## src/rtl/matrix_display_sequencer.sv

```systemverilog
// Collects one result matrix from a valid/ready stream, then shows each element for a fixed dwell.
// Optional: define MATRIX_DISPLAY_REPEAT_EN to loop the display until flush_i instead of returning to FILL.
//
// state | meaning
// FILL  | accepting elements into the buffer, ready_o high
// SHOW  | presenting buf[index] for dwell_cycles_p cycles each, ready_o low
module matrix_display_sequencer #(
    parameter int width_p        = 8,
    parameter int depth_p        = 4,
    parameter int dwell_cycles_p = 60000000
) (
    input  logic                       clk_i,
    input  logic                       reset_n_i,
    input  logic                       valid_i,
    input  logic [width_p-1:0]         data_i,
    output logic                       ready_o,
    input  logic                       skip_i,
    input  logic                       flush_i,
    output logic                       display_o,
    output logic [width_p-1:0]         data_o,
    output logic [$clog2(depth_p):0]   index_o,
    output logic                       done_o
);

    localparam int IW = $clog2(depth_p) + 1;
    localparam int AW = (depth_p > 1) ? $clog2(depth_p) : 1;
    localparam int DW = $clog2(dwell_cycles_p + 1);

    localparam logic [IW-1:0] LAST_IDX   = IW'(depth_p - 1);
    localparam logic [DW-1:0] DWELL_LAST = DW'(dwell_cycles_p - 1);

    localparam logic [0:0] ST_FILL = 1'b0;
    localparam logic [0:0] ST_SHOW = 1'b1;

    logic [0:0]         state_q, state_d;
    logic [IW-1:0]      count_q, count_d;
    logic [IW-1:0]      index_q, index_d;
    logic [DW-1:0]      dwell_q, dwell_d;
    logic [width_p-1:0] data_q,  data_d;
    logic               done_q,  done_d;
    logic               wr_en;
    logic [AW-1:0]      rd_nxt;

    logic [width_p-1:0] buf_q [depth_p];

    assign rd_nxt = index_q[AW-1:0] + AW'(1);

    always_comb begin
        state_d = state_q;
        count_d = count_q;
        index_d = index_q;
        dwell_d = dwell_q;
        data_d  = data_q;
        done_d  = 1'b0;
        wr_en   = 1'b0;
        if (flush_i) begin
            state_d = ST_FILL;
            count_d = '0;
            index_d = '0;
            dwell_d = '0;
            data_d  = '0;
        end else if (state_q == ST_FILL) begin
            if (valid_i) begin
                wr_en   = 1'b1;
                count_d = count_q + IW'(1);
                if (count_q == LAST_IDX) begin
                    state_d = ST_SHOW;
                    count_d = '0;
                    index_d = '0;
                    dwell_d = '0;
                    // the element being written now is buf[0] only for a single-entry matrix
                    data_d  = (depth_p == 1) ? data_i : buf_q[0];
                end
            end
        end else begin
            if (skip_i || (dwell_q == DWELL_LAST)) begin
                dwell_d = '0;
                if (index_q == LAST_IDX) begin
                    done_d  = 1'b1;
                    index_d = '0;
`ifdef MATRIX_DISPLAY_REPEAT_EN
                    data_d  = buf_q[0];
`else
                    state_d = ST_FILL;
                    data_d  = '0;
`endif
                end else begin
                    index_d = index_q + IW'(1);
                    data_d  = buf_q[rd_nxt];
                end
            end else begin
                dwell_d = dwell_q + DW'(1);
            end
        end
    end

    always_ff @(posedge clk_i or negedge reset_n_i) begin
        if (!reset_n_i) begin
            state_q <= ST_FILL;
            count_q <= '0;
            index_q <= '0;
            dwell_q <= '0;
            data_q  <= '0;
            done_q  <= 1'b0;
        end else begin
            state_q <= state_d;
            count_q <= count_d;
            index_q <= index_d;
            dwell_q <= dwell_d;
            data_q  <= data_d;
            done_q  <= done_d;
        end
    end

    // buffer contents are don't-care after reset, so no reset branch
    always_ff @(posedge clk_i) begin
        if (wr_en) begin
            buf_q[count_q[AW-1:0]] <= data_i;
        end
    end

    assign ready_o   = (state_q == ST_FILL);
    assign display_o = (state_q == ST_SHOW);
    assign data_o    = display_o ? data_q  : '0;
    assign index_o   = display_o ? index_q : '0;
    assign done_o    = done_q;

endmodule

```

## config.mk

```make
export PLATFORM = sky130hd
export DESIGN_NAME = matrix_display_sequencer
export DESIGN_NICKNAME = d
export VERILOG_FILES = /design/src/rtl/matrix_display_sequencer.sv
export SDC_FILE = /design/constraint.sdc
export NUM_CORES = 1
export LEC_CHECK = 0
export CORE_ASPECT_RATIO = 0.8
export CORE_UTILIZATION = 45
export DETAILED_ROUTE_END_ITERATION = 10
export HOLD_SLACK_MARGIN = 0.02
export SYNTH_ARGS = -nofsm -noshare
export SYNTH_HDL_FRONTEND = slang
export SYNTH_SLANG_ARGS = --single-unit
export TNS_END_PERCENT = 50
```

## constraint.sdc

```tcl
create_clock -name clk_i -period 2.2 [get_ports clk_i]
set_input_delay 0.33 -clock clk_i [delete_from_list [all_inputs] [get_ports clk_i]]
set_output_delay 0.33 -clock clk_i [all_outputs]
set_load 0.05 [all_outputs]
```

==> impl_metrics.env, run 1 <==
export IMPL_reg2reg_to="index_q[0]"
export IMPL_drt_iter0_drc=100
export IMPL_switching_share=0.242
export IMPL_routed_wl_um=6970
export IMPL_drcViolationCount=0
export IMPL_cp_slowest_cell="dfrtp_1"
export IMPL_fmax_mhz=502
export IMPL_nNetsFinal=348
export IMPL_fin_area_um2=4220
export IMPL_place_worst_setup_slack_ps=83.9
export IMPL_synthSimpleGateAreaFrac=0.171
export IMPL_seq_power_share=0.540
export IMPL_grt_use_total=0.193
export IMPL_cp_startpoint="dwell_q[1]"
export IMPL_drt_wirelength_per_cell_um=15.9
export IMPL_rows=28
export IMPL_cts_buffers=9
export IMPL_die_area_um2=8160
export IMPL_core_um2=7460
export IMPL_fin_skew_ps=7.12
export IMPL_routabilityCongestion=0.802
export IMPL_final_common_cell="dfrtp_1"
export IMPL_grt_overflow=0
export IMPL_cp_start_kind="flop"
export IMPL_async_flop_share=0.568
export IMPL_grt_pass1_wl_um=11500
export IMPL_synth_top_family_by_area="simple AND/OR/NAND/NOR gates"
export IMPL_drive_above_1_share=0.225
export IMPL_clock_latency_ps=350
export IMPL_synth_avg_cell_area_um2=12.6
export IMPL_synth_compound_area_frac=0.0791
export IMPL_period_share=0.906
export IMPL_cts_buffer_depth=2
export IMPL_synth_enable_flop_cells=32
export IMPL_worst_setup_path_type="flop to flop"
export IMPL_antenna_left=0
export IMPL_yosys_warnings=0
export IMPL_clk_pin_slew_worst_paths_ps=80
export IMPL_status="finished, final reports clean"
export IMPL_postSynthCellCount=278
export IMPL_ctsRootBufferMaster="clkbuf_8"
export IMPL_tightest_slew_ps=490
export IMPL_combPwrFrac=0.057
export IMPL_drv_slew=0
export IMPL_areaGrowthSynthToFinish_pct=20.3
export IMPL_layout_common_cells="dfrtp_1, nor2_1, buf_4"
export IMPL_vias=2267
export IMPL_p_int_mw=2.09
export IMPL_fp_dieW_um=101
export IMPL_cts_tree="done"
export IMPL_synthAdderAreaFrac=0.0214
export IMPL_port_buffer_count=26
export IMPL_r2r_start="dwell_q[1]"
export IMPL_worstHoldPathType="input pin to asynchronous set/reset pin"
export IMPL_reg2regPathDepth=7
export IMPL_hold_violations=0
export IMPL_ys_seq_area_frac=0.573
export IMPL_setup_violations=0
export IMPL_drtPass1Iterations=4
export IMPL_start_util=0.470
export IMPL_cap_violations=0
export IMPL_antenna_found_initial=0
export IMPL_viasPerCell=5.16
export IMPL_total_leakage_power_nw=1.71
export IMPL_dpl_hpwl_um=4960
export IMPL_ys_ff_latch=74
export IMPL_end_kind="flop"
export IMPL_grt_max_degree=22
export IMPL_syn_nets=297
export IMPL_postPlaceCellArea_um2=3990
export IMPL_setup_tns_ps=0
export IMPL_ir_worst_vdd_uv=322
export IMPL_synth_xor_area_share=0.0499
export IMPL_crit_arrival_ps=2230
export IMPL_power_density_nw_per_um2=652
export IMPL_slew_headroom=0.672
export IMPL_crit_chain="ha_1 > and3_1 > and4b_1 > a21oi_2 > o21ai_4 > buf_12 > mux2_1"
export IMPL_cp_max_fo=11
export IMPL_top_level_ports=27
export IMPL_synthMuxAreaShare=0.0830
export IMPL_clock_power_share=0.403
export IMPL_holdWs_ps=344
export IMPL_first_global_vias=2198
export IMPL_clock_sinks=74
export IMPL_slowest_delay_ps=430
export IMPL_netSwitchingPower_uw=667
export IMPL_die_y_um=81.0
export IMPL_crit_required_ps=2440
export IMPL_syn_area_um2=3510
export IMPL_min_period_ps=1990
export IMPL_rsz0062_at_grt="no"
export IMPL_synth_cell_types=52
export IMPL_htreeDepth=3
export IMPL_p_total_mw=2.75
export IMPL_antenna_cells=0
export IMPL_finalWorstSetupSlack_ps=207
export IMPL_r2r_slack_ps=210
export IMPL_synth_flop_cell="dfrtp_1"
## metrics by stage
| stage | cells | util |
|---|---|---|
| after floorplan | 278 | - |
| after global placement | 421 | 0.534 |
| after detailed placement | 421 | 0.534 |
| after CTS | 438 | 0.563 |
| after global routing | 439 | 0.566 |
| final | 439 | 0.566 |
## worst max-delay path, delay by kind of cell, from the launching register on
family                     cells  cell delay [ps]
AOI/OAI and AO/OA              2              330
muxes                          1              310
and+or+nand+nor                2              410
DFF                            1              430
adders and majority gates      1              240
buffers and inverters          1              150
## cells in the mapped netlist, types with 2 or more instances
| master | instances | share of area |
|---|---|---|
| clkbuf_1 | 4 | 0.0043 |
| buf_4 | 2 | 0.0043 |
| nand4_1 | 11 | 0.020 |
| mux2_1 | 7 | 0.022 |
| nand3_1 | 10 | 0.014 |
| nor2_1 | 35 | 0.037 |
| xor2_1 | 15 | 0.037 |
| ha_1 | 6 | 0.021 |
| dfrtp_1 | 42 | 0.30 |
| and3_1 | 6 | 0.011 |
| a22o_1 | 9 | 0.022 |
| nor3_1 | 6 | 0.0086 |
| edfxtp_1 | 32 | 0.27 |
| nand2b_1 | 2 | 0.0036 |
| mux4_2 | 8 | 0.051 |
| nand2_1 | 12 | 0.013 |
| a21oi_1 | 8 | 0.011 |
| a31oi_1 | 2 | 0.0036 |
| and2_1 | 14 | 0.025 |
| xnor2_1 | 5 | 0.012 |
| nor2b_1 | 2 | 0.0036 |
| inv_1 | 7 | 0.0075 |
| o21ai_0 | 2 | 0.0029 |
| mux2_2 | 2 | 0.0064 |
| buf_2 | 2 | 0.0029 |
## power by group through the flow
stage / clock, mW / combinational (mW) / sequential (mW)
floorplan: 0 / 0.0775 / 1.51
global placement: 0 / 0.153 / 1.52
detailed placement: 0 / 0.154 / 1.52
finish: 1.11 / 0.158 / 1.49
CTS: 1.13 / 0.156 / 1.49
global route: 1.19 / 0.173 / 1.49
## worst max path at each step
stage                             end  cells after the start
after floorplan             data_q[0]                      4
after global placement    dwell_q[18]                      6
after detailed placement  dwell_q[16]                      7
after CTS                 dwell_q[12]                      7
after global routing        data_q[7]                      7
final                      index_q[0]                      7
## cell type report
type	instances	area [um2]
clock buffers	9	124
clock inverters	7	83.8
fillers	634	3240
inverters	7	26.3
multi-input cells	188	1420
flip-flops and latches	74	2010
well taps	105	131
repair buffers	49	423
## kinds of logic after synthesis
kind of cell,after synthesis
xor+xnor,20
mux,18
simple gates,110
flops,74
fa+ha+maj,6
compound gates,34
buf+inv,16
## flip-flops by register name, summed over array words and instances (netlist names)
| signal | cells |
|---|---|
| index_q | 3 |
| data_q | 8 |
| dwell_q | 26 |
| done_o | 1 |
| count_q | 3 |
| display_o | 1 |
| buf_q | 32 |
## timing repair
item,in CTS,in global routing
hold buffers,1,0
hold endpoints to repair,7,0
buffers inserted,0,1
setup endpoints to repair,0,24
gates resized for setup,0,0
## routing by layer
| layer | global-route usage | wire length (um) | vias up |
|---|---|---|---|
| met5 | 0 | 0 | - |
| met4 | 0.0754 | 102 | 0 |
| met3 | 0.0439 | 249 | 10 |
| met2 | 0.260 | 2830 | 38 |
| met1 | 0.297 | 3790 | 1099 |
| li1 | - | - | 1120 |
No activity file was read; power rests on OpenSTA's default activity.
==> inputs of run 2 (changes only) <==
- PLACE_DENSITY: unset -> 0.63
- TNS_END_PERCENT: 50 -> 5
==> run 2 against run 1 <==
Effect of this change: critical path depth fell by 6; cell count down 0.23%; combinational power is 3% lower; global-route usage fell by 0.78 points; largest cell class unchanged; highest routed layer unchanged.
==> impl_metrics.env, run 2 (synthesis results as in run 1) <==
export IMPL_routabilityCongestion=0.781
export IMPL_status="finished, final reports clean"
export IMPL_cts_buffer_depth=2
export IMPL_slew_headroom=0.644
export IMPL_fmax_mhz=489
export IMPL_nNetsFinal=347
export IMPL_drive_above_1_share=0.222
export IMPL_viasPerCell=5.16
export IMPL_grt_pass1_wl_um=11200
export IMPL_seq_power_share=0.542
export IMPL_ctsRootBufferMaster="clkbuf_8"
export IMPL_setup_violations=0
export IMPL_min_period_ps=2040
export IMPL_cp_slowest_cell="clkdlybuf4s50_1"
export IMPL_largest_reg_flops=32
export IMPL_crit_required_ps=1870
export IMPL_p_int_mw=2.09
export IMPL_cts_hold_buffers=0
export IMPL_worst_setup_path_type="flop to primary output"
export IMPL_drt_wirelength_per_cell_um=15.2
export IMPL_netSwitchingPower_uw=655
export IMPL_antenna_left=0
export IMPL_fp_dieW_um=101
export IMPL_routed_wl_um=6670
export IMPL_period_share=0.929
export IMPL_grt_overflow=0
export IMPL_cp_max_fo=8
export IMPL_rows=28
export IMPL_clock_sinks=74
export IMPL_areaGrowthSynthToFinish_pct=20.1
export IMPL_drtPass1Iterations=4
export IMPL_crit_arrival_ps=1710
export IMPL_antenna_found_initial=0
export IMPL_port_buffer_count=26
export IMPL_post_cts_repair_setup_buffers=0
export IMPL_fin_skew_ps=6.06
export IMPL_fillerInstances=636
export IMPL_ir_worst_vdd_uv=371
export IMPL_drcViolationCount=0
export IMPL_slowest_delay_ps=860
export IMPL_rsz0062_at_grt="no"
export IMPL_drt_iter0_drc=147
export IMPL_cts_tree="done"
export IMPL_first_global_vias=2191
export IMPL_switching_share=0.239
export IMPL_critical_path_buf_inv_count=1
export IMPL_clock_power_share=0.401
export IMPL_end_kind="primary output"
export IMPL_cts_resized=0
export IMPL_core_um2=7460
export IMPL_setup_tns_ps=0
export IMPL_vias=2262
export IMPL_cpLargestDelayFamily="buffers and inverters"
export IMPL_layout_common_cells="dfrtp_1, nor2_1, edfxtp_1, buf_4, xor2_1"
export IMPL_antenna_cells=0
export IMPL_tightest_slew_ps=535
export IMPL_drv_slew=0
export IMPL_die_y_um=81.0
export IMPL_cp_start_kind="flop"
export IMPL_combPwrFrac=0.056
export IMPL_power_density_nw_per_um2=650
export IMPL_final_common_cell="dfrtp_1"
export IMPL_start_util=0.470
export IMPL_top_level_ports=27
export IMPL_crit_chain="clkdlybuf4s50_1"
export IMPL_fin_util=0.565
export IMPL_die_area_um2=8160
export IMPL_grt_use_total=0.185
export IMPL_clock_latency_ps=350
export IMPL_cap_violations=0
export IMPL_hold_violations=0
export IMPL_p_total_mw=2.74
export IMPL_htreeDepth=3
export IMPL_grt_max_degree=43
export IMPL_worstHoldPathType="input pin to asynchronous set/reset pin"
export IMPL_dpl_hpwl_um=4680
export IMPL_cts_buffers=9
export IMPL_clk_pin_slew_worst_paths_ps=80
export IMPL_total_leakage_power_nw=1.71
[run 2: cell types whose count changed in the layout (fill, tap and decap cells not counted), sizes merged]
cell / delta
clkdlybuf4s50: +1
buf: -1
dlygate4sd3: -1
[run 2: routing by layer]
layer / up-vias / part of all wire / wire (um) / global-route usage
met5: - / 0 / 0 / 0
met2: 64 / 0.42 / 2780 / 0.257
met4: 0 / 0.0098 / 65 / 0.0609
met3: 6 / 0.055 / 369 / 0.0473
li1: 1114 / - / - / -
met1: 1078 / 0.52 / 3450 / 0.280
[run 2: per-stage QoR]
step / worst slack (ps) / hold WS (ps) / cell area [um2] / std cells
finish: 156 / 40.3 / 4220 / 438
global route: 86.2 / 75.8 / 4220 / 438
CTS: 87.2 / 46.1 / 4190 / 436
detailed placement: -23.1 / 432 / 3980 / 420
global placement: -23.2 / 435 / 3980 / 420
floorplan: 172 / 34.4 / 3510 / 278
[run 2: final cells by class]
| cell class | count | area, um2 | share of cell area |
|---|---|---|---|
| Sequential cell | 74 | 2010 | 0.477 |
| Multi-Input combinational cell | 188 | 1420 | 0.338 |
| Timing Repair Buffer | 48 | 415 | 0.0985 |
| Tap cell | 105 | 131 | 0.0312 |
| Clock buffer | 9 | 124 | 0.0294 |
| Clock inverter | 7 | 83.8 | 0.0199 |
| Inverter | 7 | 26.3 | 0.00623 |
[run 2: power groups by stage]
| stage | Clock [mW] | Combinational (mW) | Sequential, mW |
|---|---|---|---|
| floorplan | 0 | 0.0775 | 1.51 |
| global placement | 0 | 0.147 | 1.52 |
| detailed placement | 0 | 0.150 | 1.52 |
| CTS | 1.13 | 0.150 | 1.49 |
| global route | 1.19 | 0.172 | 1.49 |
| finish | 1.10 | 0.154 | 1.49 |
[run 2: path summary, 6_finish.rpt]
path,slack [ps],end,startpoint,cells past startpoint
max,160,display_o,display_o,1
min,40,data_q[3],reset_n_i,2
max reg2reg,190,data_q[4],dwell_q[1],7
min reg2reg,480,data_q[3],data_q[3],1
max in group asynchronous,1790,count_q[1],reset_n_i,2
min in group clk_i,480,data_q[3],data_q[3],1
==> inputs of run 3 (changes only) <==
- ABC_AREA: unset -> 0
- CORE_MARGIN: unset -> 5
- REMOVE_ABC_BUFFERS: unset -> 1
==> run 3 against run 2 <==
Effect of this change: cell area down 0.47%; total power down 3.1%; clock-buffer cell count unchanged; critical path depth up 6; global-route usage down 2.3 points; largest power group unchanged.
==> impl_metrics.env, run 3 (synthesis results as in run 1) <==
export IMPL_clock_latency_ps=350
export IMPL_worst_setup_path_type="flop to flop"
export IMPL_grt_max_degree=22
export IMPL_top_level_ports=27
export IMPL_rows=28
export IMPL_cp_max_fo=4
export IMPL_ctsRootBufferMaster="clkbuf_8"
export IMPL_total_leakage_power_nw=1.71
export IMPL_power_density_nw_per_um2=632
export IMPL_crit_chain="ha_1 > and3_1 > and4b_1 > a21oi_2 > o21ai_4 > buf_4 > mux2_1"
export IMPL_drv_slew=0
export IMPL_crit_arrival_ps=2270
export IMPL_cts_buffers=9
export IMPL_first_global_vias=2310
export IMPL_slowest_delay_ps=420
export IMPL_dpl_hpwl_um=4910
export IMPL_viasPerCell=5.21
export IMPL_min_period_ps=2040
export IMPL_clock_sinks=74
export IMPL_fin_skew_ps=9.45
export IMPL_fp_dieW_um=109
export IMPL_fmax_mhz=489
export IMPL_drive_above_1_share=0.224
export IMPL_largest_reg_flops=32
export IMPL_die_y_um=89.0
export IMPL_period_share=0.929
export IMPL_status="finished, final reports clean"
export IMPL_cts_tree="done"
export IMPL_drcViolationCount=0
export IMPL_grt_overflow=0
export IMPL_routed_wl_um=6870
export IMPL_slew_headroom=0.673
export IMPL_nNetsFinal=349
export IMPL_reg2regPathDepth=7
export IMPL_holdWs_ps=470
export IMPL_drt_wirelength_per_cell_um=15.6
export IMPL_tightest_slew_ps=489
export IMPL_postPlaceCellArea_um2=3980
export IMPL_drt_iter0_drc=124
export IMPL_hold_violations=0
export IMPL_antenna_found_initial=0
export IMPL_ir_worst_vdd_uv=405
export IMPL_rsz0062_at_grt="no"
export IMPL_vias=2291
export IMPL_start_util=0.468
export IMPL_port_buffer_count=26
export IMPL_antenna_left=0
export IMPL_setup_violations=0
export IMPL_cts_buffer_depth=2
export IMPL_final_common_cell="dfrtp_1"
export IMPL_layout_common_cells="dfrtp_1, nor2_1, buf_4"
export IMPL_crit_required_ps=2430
export IMPL_drtPass1Iterations=4
export IMPL_areaGrowthSynthToFinish_pct=19.5
export IMPL_post_place_cells=420
export IMPL_grt_use_total=0.161
export IMPL_htreeDepth=3
export IMPL_worstHoldPathType="input pin to asynchronous set/reset pin"
export IMPL_cap_violations=0
export IMPL_grt_pass1_wl_um=11700
export IMPL_antenna_cells=0
export IMPL_routabilityCongestion=0.766
export IMPL_cp_start_kind="flop"
export IMPL_final_cells=440
export IMPL_cp_slowest_cell="dfrtp_1"
export IMPL_fin_area_um2=4200
export IMPL_die_area_um2=9680
export IMPL_setup_tns_ps=0
export IMPL_core_um2=7500
export IMPL_end_kind="flop"
export IMPL_clk_pin_slew_worst_paths_ps=90
[run 3: cell count changes in the layout (fill, tap and decap cells not counted), sizes merged]
cell and change:
clkdlybuf4s50 -1, dlygate4sd3 +1, buf +2, clkinvlp -1, inv +2, bufinv -1
[run 3: critical path, delay by kind of cell (launching register included)]
family                     cells  cell delay, ps
adders and majority gates      1             230
DFF                            1             420
and+or+nand+nor                2             430
muxes                          1             310
buffers and inverters          1             170
AOI/OAI and AO/OA              2             380
[run 3: path summary, 6_finish.rpt]
kind / slack [ps] / from / endpoint
min in group clk_i: 490 / data_q[4] / data_q[4]
hold / removal: 470 / reset_n_i / dwell_q[21]
hold reg to reg: 490 / data_q[4] / data_q[4]
setup / recovery: 160 / dwell_q[1] / data_q[5]
max in group asynchronous: 1160 / reset_n_i / dwell_q[24]
setup reg to reg: 160 / dwell_q[1] / data_q[5]
[run 3: area by class of cell]
type / count / area [um2]
clock buffer: 9 / 124
inverter: 7 / 26.3
fill: 665 / 3300
clock inverter: 7 / 63.8
timing repair buffer: 50 / 418
sequential: 74 / 2010
multi-input combinational: 188 / 1420
tap: 105 / 131
[run 3: power breakdown]
group	internal, mW	switching [mW]	total, mW
sequential	1.47	0.0130	1.49
clock	0.439	0.572	1.01
combinational	0.0695	0.0875	0.157
total	1.98	0.672	2.65
[run 3: repair_timing]
item,in CTS,in global routing
hold buffers,1,0
setup buffers,0,3
resized for setup,0,0
hold endpoints to repair,19,0
setup endpoints to repair,0,20
[run 3: metrics by stage]
stage | power [mW] | setup WS (ps) | utilization
5_1_grt | 2.77 | 69.6 | 0.560
6_report | 2.65 | 156 | 0.560
2_1_floorplan | 1.58 | -191 | -
3_5_place_dp | 1.67 | 59.3 | 0.530
4_1_cts | 2.68 | 78.5 | 0.557
3_3_place_gp | 1.67 | 94.6 | 0.530
[run 3: routing by layer]
metal  wire, um  GRT usage  vias up
li1           -          -     1122
met1       3550      0.233     1123
met2       2960      0.236       41
met3        310     0.0505        5
met4         47     0.0482        0
met5          0          0        -
